## config.mk

```make
export PLATFORM = sky130hd
export DESIGN_NAME = button_debounce
export DESIGN_NICKNAME = d
export VERILOG_FILES = /design/src/rtl/button_debounce_pkg.sv /design/src/rtl/debounce_channel.sv /design/src/rtl/button_debounce.sv
export SDC_FILE = /design/constraint.sdc
export NUM_CORES = 1
export LEC_CHECK = 0
export ABC_AREA = 1
export BUFFER_PORTS_ARGS = -buffer_cell sky130_fd_sc_hd__buf_4
export CAP_MARGIN = 40
export CELL_PAD_IN_SITES_DETAIL_PLACEMENT = 1
export CELL_PAD_IN_SITES_GLOBAL_PLACEMENT = 1
export CORE_UTILIZATION = 30
export DETAILED_ROUTE_END_ITERATION = 16
export PLACE_DENSITY = 0.58
export SYNTH_ARGS = -nofsm -noshare
export SYNTH_HDL_FRONTEND = slang
export SYNTH_SLANG_ARGS = --single-unit
```

## constraint.sdc

```tcl
create_clock -name clk -period 1.35 [get_ports clk]
set_input_delay 0.27 -clock clk [delete_from_list [all_inputs] [get_ports clk]]
set_output_delay 0.27 -clock clk [all_outputs]
set_load 0.01 [all_outputs]
```

## src/rtl/button_debounce_pkg.sv

```systemverilog
// Shared constants for the push-button conditioning block.
// The ms helper keeps board-level debounce windows readable at instantiation sites.
package button_debounce_pkg;

    localparam int unsigned DEB_CLK_HZ         = 100_000_000;
    localparam int unsigned DEB_DEFAULT_CYCLES = 1_000_000;
    localparam int unsigned DEB_SIM_CYCLES     = 8;

    function automatic int unsigned deb_ms_to_cycles(input int unsigned ms);
        return ms * (DEB_CLK_HZ / 1000);
    endfunction

    // The counter only has to reach DEBOUNCE_CYCLES-1, so clog2 bits suffice.
    function automatic int unsigned deb_cnt_width(input int unsigned cycles);
        return (cycles <= 2) ? 1 : $clog2(cycles);
    endfunction

endpackage

```

## src/rtl/debounce_channel.sv

```systemverilog
// One button channel: 2-flop synchronizer, bounce filter, registered
// press/release strobes and a press-toggled latch. Input is active-high.
module debounce_channel
    import button_debounce_pkg::*;
#(
    parameter int unsigned DEBOUNCE_CYCLES = DEB_DEFAULT_CYCLES
) (
    input  logic clk,
    input  logic rst,
    input  logic act,
    output logic pressed,
    output logic press_pulse,
    output logic release_pulse,
    output logic toggle
);

    localparam int unsigned     CW       = deb_cnt_width(DEBOUNCE_CYCLES);
    localparam logic [CW-1:0]   CNT_LAST = CW'(DEBOUNCE_CYCLES - 1);

    logic          s1_q, s1_d;
    logic          s2_q, s2_d;
    logic          stable_q, stable_d;
    logic [CW-1:0] cnt_q, cnt_d;
    logic          press_pulse_q, press_pulse_d;
    logic          release_pulse_q, release_pulse_d;
    logic          toggle_q, toggle_d;

    always_comb begin
        s1_d            = act;
        s2_d            = s1_q;
        stable_d        = stable_q;
        cnt_d           = '0;
        press_pulse_d   = 1'b0;
        release_pulse_d = 1'b0;
        // Any sample matching the stable level drops the count back to zero.
        if (s2_q != stable_q) begin
            if (cnt_q == CNT_LAST) begin
                stable_d        = s2_q;
                press_pulse_d   = s2_q;
                release_pulse_d = ~s2_q;
            end else begin
                cnt_d = cnt_q + CW'(1);
            end
        end
        toggle_d = toggle_q ^ press_pulse_d;
    end

    always_ff @(posedge clk) begin
        if (rst) begin
            s1_q            <= 1'b0;
            s2_q            <= 1'b0;
            stable_q        <= 1'b0;
            cnt_q           <= '0;
            press_pulse_q   <= 1'b0;
            release_pulse_q <= 1'b0;
            toggle_q        <= 1'b0;
        end else begin
            s1_q            <= s1_d;
            s2_q            <= s2_d;
            stable_q        <= stable_d;
            cnt_q           <= cnt_d;
            press_pulse_q   <= press_pulse_d;
            release_pulse_q <= release_pulse_d;
            toggle_q        <= toggle_d;
        end
    end

    assign pressed       = stable_q;
    assign press_pulse   = press_pulse_q;
    assign release_pulse = release_pulse_q;
    assign toggle        = toggle_q;

endmodule

```

## src/rtl/button_debounce.sv

```systemverilog
// NB independent debounced button channels feeding the LED driver.
// Pin polarity is normalised here so every channel works in "pressed = 1" sense.
module button_debounce
    import button_debounce_pkg::*;
#(
    parameter int unsigned NB              = 2,
    parameter int unsigned DEBOUNCE_CYCLES = DEB_DEFAULT_CYCLES,
    parameter bit          ACTIVE_LOW      = 1'b1
) (
    input  logic          clk,
    input  logic          rst,
    input  logic [NB-1:0] but,
    output logic [NB-1:0] pressed,
    output logic [NB-1:0] press_pulse,
    output logic [NB-1:0] release_pulse,
    output logic [NB-1:0] toggle
);

    logic [NB-1:0] act;

    assign act = but ^ {NB{ACTIVE_LOW}};

    for (genvar g = 0; g < NB; g++) begin : g_ch
        debounce_channel #(
            .DEBOUNCE_CYCLES(DEBOUNCE_CYCLES)
        ) u_ch (
            .clk          (clk),
            .rst          (rst),
            .act          (act[g]),
            .pressed      (pressed[g]),
            .press_pulse  (press_pulse[g]),
            .release_pulse(release_pulse[g]),
            .toggle       (toggle[g])
        );
    end

endmodule

```

Word-level counts from Yosys, hierarchy flattened. Index checks and enable logic that the tools add are counted. Widths: inputs -> output; s select.

Add/sub/neg operators: 2. Multiply operators: 0. Divide/modulo/power cells: 0. $lt $le $gt $ge: 0. Eq/ne operators: 4. Shift operators: 0. Mux-type cells: 4. Bitwise gates (word level): 9. Reductions and logical operators: 6.

Operators with widths (count): $add 20x1->20 const B (2); $eq 20x20->1 const B (2); $reduce_or 3->1 (4); $not 1->1 (6); $mux 1 (4); $reduce_and 2->1 (2); $ne 1x1->1 (2); $not 2->2 (1); $xor 1x1->1 (2).

Bits in registers: 52. Latch bits: 0. Memory bits (writable): 0. Memory bits (read-only): 0. Input bits: 4. Output and inout bits: 8. Memories kept: 0.

Depth between registers and ports, before layout. Gate-level depths: netlist of the first run.

Depth after elaboration: 4. Gate-level depth with buffers: 9.

Cells and area by module. Synthesis of the first run repeated with hierarchy kept, for this count alone.

Cell total of the unflattened synthesis: 388. Area total of the unflattened synthesis: 2657.5 um^2.

By module, submodules not included: debounce_channel (times used 2, cells each 193, area each 1325.0 um^2, sequential area each 520.5 um^2); button_debounce (times used 1, cells each 2, area each 7.5 um^2, sequential area each 0.0 um^2).

Worst setup path after synthesis of the first run. No wires, ideal clock.

Path kind: reg2reg. From: reg g_ch[0].u_ch.cnt_q[0]. To: reg g_ch[0].u_ch.cnt_q[12]. Setup time: 0.122 ns. Arrival time: 1.345 ns. Required time: 1.228 ns. Setup slack: -0.116 ns. Cell stages (with the launch flop): 8. Buffers on the path: 1. Clock period less this slack: 1.466 ns. Cells stage by stage: dfxtp_1 ha_1 inv_1 nor3_4 nand3_4 nand3_2 buf_6 a21oi_1.

Word-level cells in the longest chain between the ends: 2. Elaborated cells on any way between the ends: 3. Classes of those cells: add/sub: 1; eq/ne: 1; reduce/logical: 1.

Ends and longest elaborated chain: from (decl) (RTL line debounce_channel.sv:23) `logic [CW-1:0] cnt_q, cnt_d;`; from (signal assigned) (RTL line debounce_channel.sv:61) `cnt_q <= cnt_d;`; branches (longest 2 deep; another with $add 20x1->20).

Several ways; the timed one is not identified. A chain may end at the register's enable or synchronous reset.

Final worst setup path of the first run.
From: reg g_ch[1].u_ch.cnt_q[6]. To: reg g_ch[1].u_ch.cnt_q[7].

Word-level cells in the longest chain between the ends: 2. Elaborated cells on any way between the ends: 3. Classes of those cells: add/sub: 1; eq/ne: 1; reduce/logical: 1.

Ends and longest elaborated chain (RTL line): from (decl) (debounce_channel.sv:23); from (signal assigned) (debounce_channel.sv:61); branches (longest 2 deep; another with $add 20x1->20).

Several ways; the timed one is not identified.

==> results of run 1 <==
## critical path, delay by kind of cell (launching register included)
family	cells	cell delay, ps
flip-flops	1	350
buffers and inverters	2	240
AO/OA/AOI/OAI	1	40
AND/OR/NAND/NOR	6	650
## per-stage QoR
step | instances | utilization (%)
finish | 542 | 44.29
global route | 542 | 44.29
CTS | 533 | 39.45
detailed placement | 524 | 37.30
global placement | 524 | 37.30
floorplan | 375 | -
## worst max-delay path by stage
stage / endpoint / slack, ps / cells past startpoint
floorplan: g_ch[1].u_ch.cnt_q[14] / 20 / 6
global placement: g_ch[0].u_ch.release_pulse / -60 / 7
detailed placement: g_ch[1].u_ch.cnt_q[14] / -60 / 7
CTS: g_ch[0].u_ch.cnt_q[12] / -9 / 7
global route: g_ch[0].u_ch.cnt_q[14] / -120 / 7
finish: g_ch[1].u_ch.cnt_q[7] / -30 / 9
## flip-flops by register name (all words and copies together), names as in the netlist
| signal | count |
|---|---|
| g_ch.u_ch.cnt_q | 40 |
| g_ch.u_ch.press_pulse | 2 |
| g_ch.u_ch.pressed | 2 |
| g_ch.u_ch.release_pulse | 2 |
| g_ch.u_ch.s1_q | 2 |
| g_ch.u_ch.s2_q | 2 |
| g_ch.u_ch.toggle | 2 |
## power by group
group	switching, µW	internal (µW)
sequential	5.30	1540
combinational	42.6	35.5
clock	585	560
total	633	2130
## timing repair
item,CTS,global route
resized for setup,13,90
buffers inserted,1,4
endpoints found under the setup margin,44,47
hold buffers,0,0
pin swaps,4,15
endpoints found under the hold margin,0,0
gates cloned,0,5
## metal layers
layer / vias up / wire length, µm
met5: - / 0
met4: 0 / 129
met3: 9 / 105
met2: 18 / 3698
met1: 1176 / 3534
li1: 1292 / -
## cells in the mapped netlist, drive strengths merged
| library cell | n |
|---|---|
| a21oi | 20 |
| and2 | 1 |
| buf | 12 |
| clkbuf | 1 |
| dfxtp | 52 |
| ha | 2 |
| inv | 38 |
| nand2 | 92 |
| nand3 | 25 |
| nand3b | 5 |
| nand4 | 9 |
| nor2 | 89 |
| nor3 | 6 |
| nor4 | 1 |
| o21ai | 4 |
| or2 | 1 |
| xnor2 | 5 |
| xor2 | 12 |
## logic make-up after synthesis
| logic type | count (synthesis) | share of synthesized area [%] |
|---|---|---|
| buffers and inverters | 51 | 9.466 |
| adders and majority gates | 2 | 0.9707 |
| and+or+nand+nor | 229 | 38.74 |
| AOI/OAI and AO/OA | 24 | 4.660 |
| xor gates and xnor gates | 17 | 5.777 |
| DFF | 52 | 40.39 |
## cell type report
type / instances / share of cell area [%]
inverters: 38 / 3.969
repair buffers: 67 / 16.39
well taps: 105 / 3.592
clock buffers: 5 / 1.882
multi-input cells: 272 / 43.59
clock inverters: 3 / 1.266
flip-flops and latches: 52 / 29.32
==> metrics.log, run 1 <==
INFO  metric die-area = roughly 9000 µm²
INFO  metric clk_latency = 320 ps
INFO  metric synth.lib_cells_used.distinct = 25
INFO  metric timing.critical_path.from_type = flip-flop
INFO  metric syn_to_final_growth = 41.89%
INFO  metric grt_start_max_net_pins = 21
INFO  metric hold_ws = approximately 87 ps
INFO  metric mostFrequentLayoutCells = sky130_fd_sc_hd__nand2_1, sky130_fd_sc_hd__nor2_1, sky130_fd_sc_hd__buf_4
INFO  metric critical_path.reg2reg.startpoint = g_ch[1].u_ch.cnt_q[6]
INFO  metric most_common_cell_after_layout_fill_and_taps_aside = sky130_fd_sc_hd__nand2_1
INFO  metric dieHeight = 94.69 µm
INFO  metric global_route.usage.met1 = between 20% and 30%
INFO  metric n_antenna_cell = 0
INFO  metric die_span_x = ~95 µm
INFO  metric finalCritPeriodShare = 102.6%
INFO  metric path_class = reg -> reg
INFO  metric wire_per_inst = 13.78 µm
INFO  metric grt_pass1_wl = roughly 11 mm
INFO  metric place_congestion = ~0.77
INFO  metric worst_setup_slack_after_layout = -34.45 ps
INFO  metric first_global_vias = approximately 2.5k
INFO  metric register_to_register_path_depth = 9
INFO  metric syn-instance-count = about 380
INFO  metric drt_pass1_iterations = 4
INFO  metric multi_input_combinational_cell_area = 1594 µm²
INFO  metric synth_fp_nets = 381
INFO  metric top_area_cells_in_the_synthesized_netlist = sky130_fd_sc_hd__dfxtp_1, sky130_fd_sc_hd__nand2_1, sky130_fd_sc_hd__nor2_1, sky130_fd_sc_hd__inv_1, sky130_fd_sc_hd__nand3_1
INFO  metric tritoncts = built
INFO  metric power_density = roughly 760 nW/µm²
INFO  metric max_slew_margin = around 82%
INFO  metric cts.path.max_buffers = 2
INFO  metric path_common_cell = sky130_fd_sc_hd__nand2_2
INFO  metric violations = negative setup slack
INFO  metric coreArea = about 8300 µm²
INFO  metric global_route.usage.met3 = between 2 and 2.5%
INFO  metric cts_inserted_buffers = 5
INFO  metric detail_route.vias_per_cell = 4.603
INFO  metric grtUsageMet2 = ~28%
INFO  metric numClockSinks = 52
INFO  metric status = complete, but fails checks
INFO  metric drt_iter0_markers = 64
INFO  metric cp_slowest_cell = sky130_fd_sc_hd__dfxtp_2
INFO  metric max_clock_skew = 12.97 ps
INFO  metric fin_area = roughly 3700 µm²
INFO  metric io_pins = 12
INFO  metric ratio_of_cells_with_drive_above_1_in_the_final_layout = 38.44%
INFO  metric ctsHtreeMaxLevel = 2
INFO  metric reg2reg_setup_slack = -30 ps
INFO  metric hpwlAfterDp = 5.112 mm
INFO  metric timing.final.hold_violations = 0
INFO  metric crit_fanout = 5
INFO  metric floorplan.rows = 33
INFO  metric max_freq = between 0.7 and 0.8 GHz
INFO  metric leakage = between 0.001 and 0.0015 µW
INFO  metric synth_register_bits = 52
INFO  metric final.min_clock_period = between 1000 and 1500 ps
INFO  metric postPlaceCellArea = approximately 3100 µm²
INFO  metric synth_top_cell_by_area = sky130_fd_sc_hd__dfxtp_1
INFO  metric final_max_slew_viol_count = 0
INFO  metric initial_utilization = around 31%
INFO  metric final_antenna_net_count = 0
INFO  metric holdCritStartpoint = but[1]
INFO  metric ff_latch_area = between 1000 and 1500 µm²
INFO  metric antenna_found_initial = 0
INFO  metric timing.critical_path.cells = inv_2 > nand2_2 > nor2_2 > nand2_2 > nor2_4 > nand2_2 > nand2_4 > clkbuf_16 > a21oi_1
INFO  metric worstSetupEndpointType = flip-flop
INFO  metric syn_avg_cell_area = a little under 7 µm²
INFO  metric setup_viol = 18
INFO  metric grt_setup_unrepaired = true
INFO  metric port_buffer_count = 11
INFO  metric critPathRequiredTime = approximately 1600 ps
INFO  metric pre_cts_slack = -62.25 ps
INFO  metric layout.filler_cells = around 1.0k
INFO  metric clkSlewWorstSetupHoldPaths = approximately 110 ps
INFO  metric data_arrival_time_of_the_worst_path = between 1500 and 2000 ps
INFO  metric detail_route.drc_violations = 0
INFO  metric yosys_warnings = 0
INFO  metric yosysTopAreaCellShare = between 40% and 50%
INFO  metric setup_tns = -321.0 ps
INFO  metric clock-root-buffer = sky130_fd_sc_hd__clkbuf_8
INFO  metric design.final.nets = between 400 and 500
INFO  metric totalPowerFinal = roughly 2800 µW
INFO  metric hold_path_end = g_ch[1].u_ch.s1_q
INFO  metric hold_path.class = in -> reg
INFO  metric crit_path_max_cell_delay = around 350 ps
INFO  metric tightest_slew = between 200 and 300 ps
INFO  metric startpoint = g_ch[1].u_ch.cnt_q[6]
INFO  metric irDropWorstVdd = around 0.40 mV
INFO  metric grt-ovfl-total = 0
INFO  metric totalWireLength = between 7 and 8 mm
INFO  metric worstReg2RegEnd = g_ch[1].u_ch.cnt_q[7]
INFO  metric max-cap-violations = 0
INFO  metric holdPathStages = 2
INFO  metric syn-cell-area = between 2000 and 3000 µm²
INFO  metric grt.busiest_layer = met2
INFO  metric grt_use_total = 16.22%
INFO  metric synth_sequential_area_ratio = between 40% and 50%
INFO  metric vias = 2,495
No activity file was read; power rests on OpenSTA's default activity.
==> run 2: changes to the inputs <==
Settings changed: ABC_AREA 1 to 0, PLACE_DENSITY 0.58 to 0.56.
==> run 2 against run 1 <==
Effect of this change:
- the run still ends with negative setup slack left
- non-clock buffer count up 14
- utilization down 1.1 points
- combinational power down 27%
- total power down 3.0%
- design area down 14%
- hold slack better by 2.0 ps
- via count down 19%
- critical path depth down 5
- clock power down 6%
- count of clock-buffer cells in the layout up 1
- clock skew down 9.5 ps
==> metrics.log, run 2 <==
INFO  metric finalCritPeriodShare = 155.2% (was 102.6%)
INFO  metric tritoncts = built (unchanged)
INFO  metric hold_ws = 89.10 ps (was 87.14 ps)
INFO  metric max_freq = 0.4774 GHz (was 0.7223 GHz)
INFO  metric ctsHtreeMaxLevel = 2 (unchanged)
INFO  metric synth_xor_area_share = 8.969% (was 5.777%)
INFO  metric violations = negative setup slack (unchanged)
INFO  metric synth_top_cells_by_count = sky130_fd_sc_hd__dfxtp_1, sky130_fd_sc_hd__nor2_1, sky130_fd_sc_hd__a21oi_1 (was sky130_fd_sc_hd__nand2_1, sky130_fd_sc_hd__nor2_1, sky130_fd_sc_hd__dfxtp_1)
INFO  metric register_to_register_path_depth = 4 (was 9)
INFO  metric worst_setup_slack_after_layout = -744.9 ps (was -34.45 ps)
INFO  metric hold_fix_buffers_at_cts = 0 (unchanged)
INFO  metric detail_route.vias_per_cell = 4.768 (was 4.603)
INFO  metric crit_fanout = 5 (unchanged)
INFO  metric coreArea = 7253 µm² (was 8258 µm²)
INFO  metric yosys_warnings = 0 (unchanged)
INFO  metric drt_iter0_markers = 37 (was 64)
INFO  metric largest-register = g_ch.u_ch.cnt_q (unchanged)
INFO  metric port_buffer_count = 11 (unchanged)
INFO  metric max-cap-violations = 0 (unchanged)
INFO  metric wire_per_inst = 13.63 µm (was 13.78 µm)
INFO  metric post-synth-top-count-cell = sky130_fd_sc_hd__dfxtp_1 (was sky130_fd_sc_hd__nand2_1)
INFO  metric leakage = 0.001103 µW (was 0.001209 µW)
INFO  metric synth_edf_count = 0 (unchanged)
INFO  metric antenna_found_initial = 0 (unchanged)
INFO  metric path_class = reg -> reg (unchanged)
INFO  metric data_arrival_time_of_the_worst_path = 2350 ps (was 1610 ps)
INFO  metric top_area_cells_in_the_synthesized_netlist = sky130_fd_sc_hd__dfxtp_1, sky130_fd_sc_hd__xnor2_1, sky130_fd_sc_hd__nor2_1, sky130_fd_sc_hd__xor2_1, sky130_fd_sc_hd__a21oi_1 (was sky130_fd_sc_hd__dfxtp_1, sky130_fd_sc_hd__nand2_1, sky130_fd_sc_hd__nor2_1, sky130_fd_sc_hd__inv_1, sky130_fd_sc_hd__nand3_1)
INFO  metric max_slew_margin = 75.49% (was 82.43%)
INFO  metric totalWireLength = 5.808 mm (was 7.467 mm)
INFO  metric final.min_clock_period = 2095 ps (was 1384 ps)
INFO  metric dieHeight = 88.53 µm (was 94.69 µm)
INFO  metric main_combinational_cell_family_by_area_after_synthesis = simple AND/OR/NAND/NOR gates (unchanged)
INFO  metric final_antenna_net_count = 0 (unchanged)
INFO  metric clk_latency = 310 ps (was 320 ps)
INFO  metric place_congestion = 0.6796 (was 0.7689)
INFO  metric power.share.combinational = 2.1% (was 2.8%)
INFO  metric timing.critical_path.from_type = flip-flop (unchanged)
INFO  metric synth_register_bits = 52 (unchanged)
INFO  metric initial_utilization = 30.96% (was 31.21%)
INFO  metric flip_flop_count_of_the_largest_register_all_copies_and_words_added = 40 (unchanged)
INFO  metric post_synthesis_adder_cell_area_fraction = 1.114% (was 0.9709%)
INFO  metric power_density = 857.0 nW/µm² (was 756.0 nW/µm²)
INFO  metric worstSetupEndpointType = flip-flop (unchanged)
INFO  metric synth_top_cell_by_area = sky130_fd_sc_hd__dfxtp_1 (unchanged)
INFO  metric floorplan.rows = 31 (was 33)
INFO  metric cts_inserted_buffers = 5 (unchanged)
INFO  metric clock-root-buffer = sky130_fd_sc_hd__clkbuf_8 (unchanged)
INFO  metric holdPathStages = 2 (unchanged)
INFO  metric mostFrequentLayoutCells = sky130_fd_sc_hd__buf_4, sky130_fd_sc_hd__dfxtp_1, sky130_fd_sc_hd__nor2_1 (was sky130_fd_sc_hd__nand2_1, sky130_fd_sc_hd__nor2_1, sky130_fd_sc_hd__buf_4)
INFO  metric detail_route.drc_violations = 0 (unchanged)
INFO  metric synth.lib_cells_used.distinct = 30 (was 25)
INFO  metric grt_pass1_wl = 9.356 mm (was 11.32 mm)
INFO  metric syn-instance-count = 255 (was 375)
INFO  metric cts.path.max_buffers = 2 (unchanged)
INFO  metric die_span_x = 88.53 µm (was 94.69 µm)
INFO  metric postPlaceCellArea = 2895 µm² (was 3080 µm²)
INFO  metric fin_area = 3129 µm² (was 3657 µm²)
INFO  metric most_common_cell_after_layout_fill_and_taps_aside = sky130_fd_sc_hd__buf_4 (was sky130_fd_sc_hd__nand2_1)
INFO  metric max_clock_skew = 3.465 ps (was 12.97 ps)
INFO  metric total_switching_power = 566.7 µW (was 633.1 µW)
INFO  metric first_global_vias = 2,016 (was 2,459)
INFO  metric grt_start_max_net_pins = 20 (was 21)
INFO  metric synth_sequential_area_ratio = 46.35% (was 40.39%)
INFO  metric final_max_slew_viol_count = 0 (unchanged)
INFO  metric share_of_the_synthesized_area_in_compound_gates_ao_oa_aoi_oai = 9.694% (was 4.660%)
INFO  metric setup_viol = 48 (was 18)
INFO  metric drt_pass1_iterations = 4 (unchanged)
INFO  metric synth_fp_nets = 261 (was 381)
INFO  metric mux_cell_area_share_after_synthesis = 0% (unchanged)
INFO  metric power_switching_share = 21.13% (was 22.90%)
INFO  metric syn_to_final_growth = 39.33% (was 41.89%)
INFO  metric clkSlewWorstSetupHoldPaths = 90 ps (was 110 ps)
INFO  metric async_reset_ff_share = 0% (unchanged)
INFO  metric share_clk_of_total_power = 40.3% (was 41.4%)
INFO  metric io_pins = 12 (unchanged)
INFO  metric grt_use_total = 15.75% (was 16.22%)
INFO  metric irDropWorstVdd = 0.4112 mV (was 0.3976 mV)
INFO  metric die-area = 7837 µm² (was 8966 µm²)
INFO  metric numClockSinks = 52 (unchanged)
INFO  metric synth_simple_gate_area_share = 28.13% (was 38.74%)
INFO  metric hpwlAfterDp = 4.033 mm (was 5.112 mm)
INFO  metric share_seq_of_total_power = 57.5% (was 55.8%)
INFO  metric syn_avg_cell_area = 8.807 µm² (was 6.873 µm²)
INFO  metric syn-cell-area = 2246 µm² (was 2577 µm²)
INFO  metric timing.final.hold_violations = 0 (unchanged)
INFO  metric hold_path.class = in -> reg (unchanged)
INFO  metric grt_setup_unrepaired = true (unchanged)
INFO  metric n_antenna_cell = 0 (unchanged)
INFO  metric vias = 2,031 (was 2,495)
INFO  metric totalPowerFinal = 2682 µW (was 2765 µW)
INFO  metric tightest_slew = 364.3 ps (was 262.5 ps)
INFO  metric critPathRequiredTime = 1610 ps (was 1570 ps)
INFO  metric power_report.internal_total = 2115 µW (was 2132 µW)
INFO  metric design.final.nets = 332 (was 442)
INFO  metric pre_cts_slack = -787.5 ps (was -62.25 ps)
INFO  metric yosysTopAreaCellShare = 46.35% (was 40.39%)
INFO  metric grt-ovfl-total = 0 (unchanged)
INFO  metric postSynth.topFlopCell = sky130_fd_sc_hd__dfxtp_1 (unchanged)
INFO  metric status = complete, but fails checks (unchanged)
INFO  metric ratio_of_cells_with_drive_above_1_in_the_final_layout = 36.70% (was 38.44%)
[run 2: critical path, stage by stage, from the launching register on]
cell	delay (ps)
sky130_fd_sc_hd__dfxtp_2	330
sky130_fd_sc_hd__or4b_1	510
sky130_fd_sc_hd__or4_4	570
sky130_fd_sc_hd__or4_1	510
sky130_fd_sc_hd__a21oi_2	130
[run 2: stage by stage]
step / instances / TNS [ps] / util, %
floorplan: 255 / -28700 / -
finish: 426 / -30490 / 43.14
global route: 426 / -32760 / 43.14
global placement: 414 / -31350 / 39.92
detailed placement: 414 / -32050 / 39.92
CTS: 427 / -31620 / 43.37
[run 2: cells by family after synthesis]
kind of cell	after synthesis
XOR/XNOR	23
flip-flops	52
buffers and inverters	25
adder cells (fa/ha/maj)	2
AND/OR/NAND/NOR	115
AO/OA/AOI/OAI	38
[run 2: worst paths after layout]
check / endpoint / start / slack (ps)
max: g_ch[0].u_ch.toggle / g_ch[0].u_ch.cnt_q[12] / -740
max reg2reg: g_ch[0].u_ch.toggle / g_ch[0].u_ch.cnt_q[12] / -740
min: g_ch[1].u_ch.s1_q / but[1] / 90
min reg2reg: g_ch[1].u_ch.cnt_q[0] / g_ch[1].u_ch.cnt_q[0] / 450
[run 2: what timing repair did]
action | 4_1_cts | 5_1_grt
endpoints found under the setup margin | 48 | 48
pin swaps | 2 | 0
gates resized for setup | 20 | 14
buffers inserted | 3 | 1
cloned | 2 | 1
hold endpoints to repair | 0 | 0
[run 2: layout make-up]
class / instances / area, µm²
Sequential cell: 52 / 1045
Timing Repair Buffer: 81 / 643.1
Clock buffer: 6 / 72.57
Inverter: 8 / 30.03
Tap cell: 99 / 123.9
Multi-Input combinational cell: 178 / 1180
Fill cell: 879 / 4124
Clock inverter: 2 / 35.03
[run 2: routing by layer]
layer  up-vias  share of wire [%]  GRT usage (%)
met5         -                  0              0
li1       1030                  -              -
met4         0               0.55          5.718
met3         5                2.9          4.011
met1       968                 48          19.97
met2        28                 48          25.87
[run 2: power by group through the flow]
stage,logic (µW),registers (µW),clock network (µW)
final,57.3,1540,1080
after global routing,62.7,1540,1180
after CTS,66.6,1540,1110
after detailed placement,47.7,1580,0
after global placement,47.8,1580,0
after floorplan,23.9,1580,0
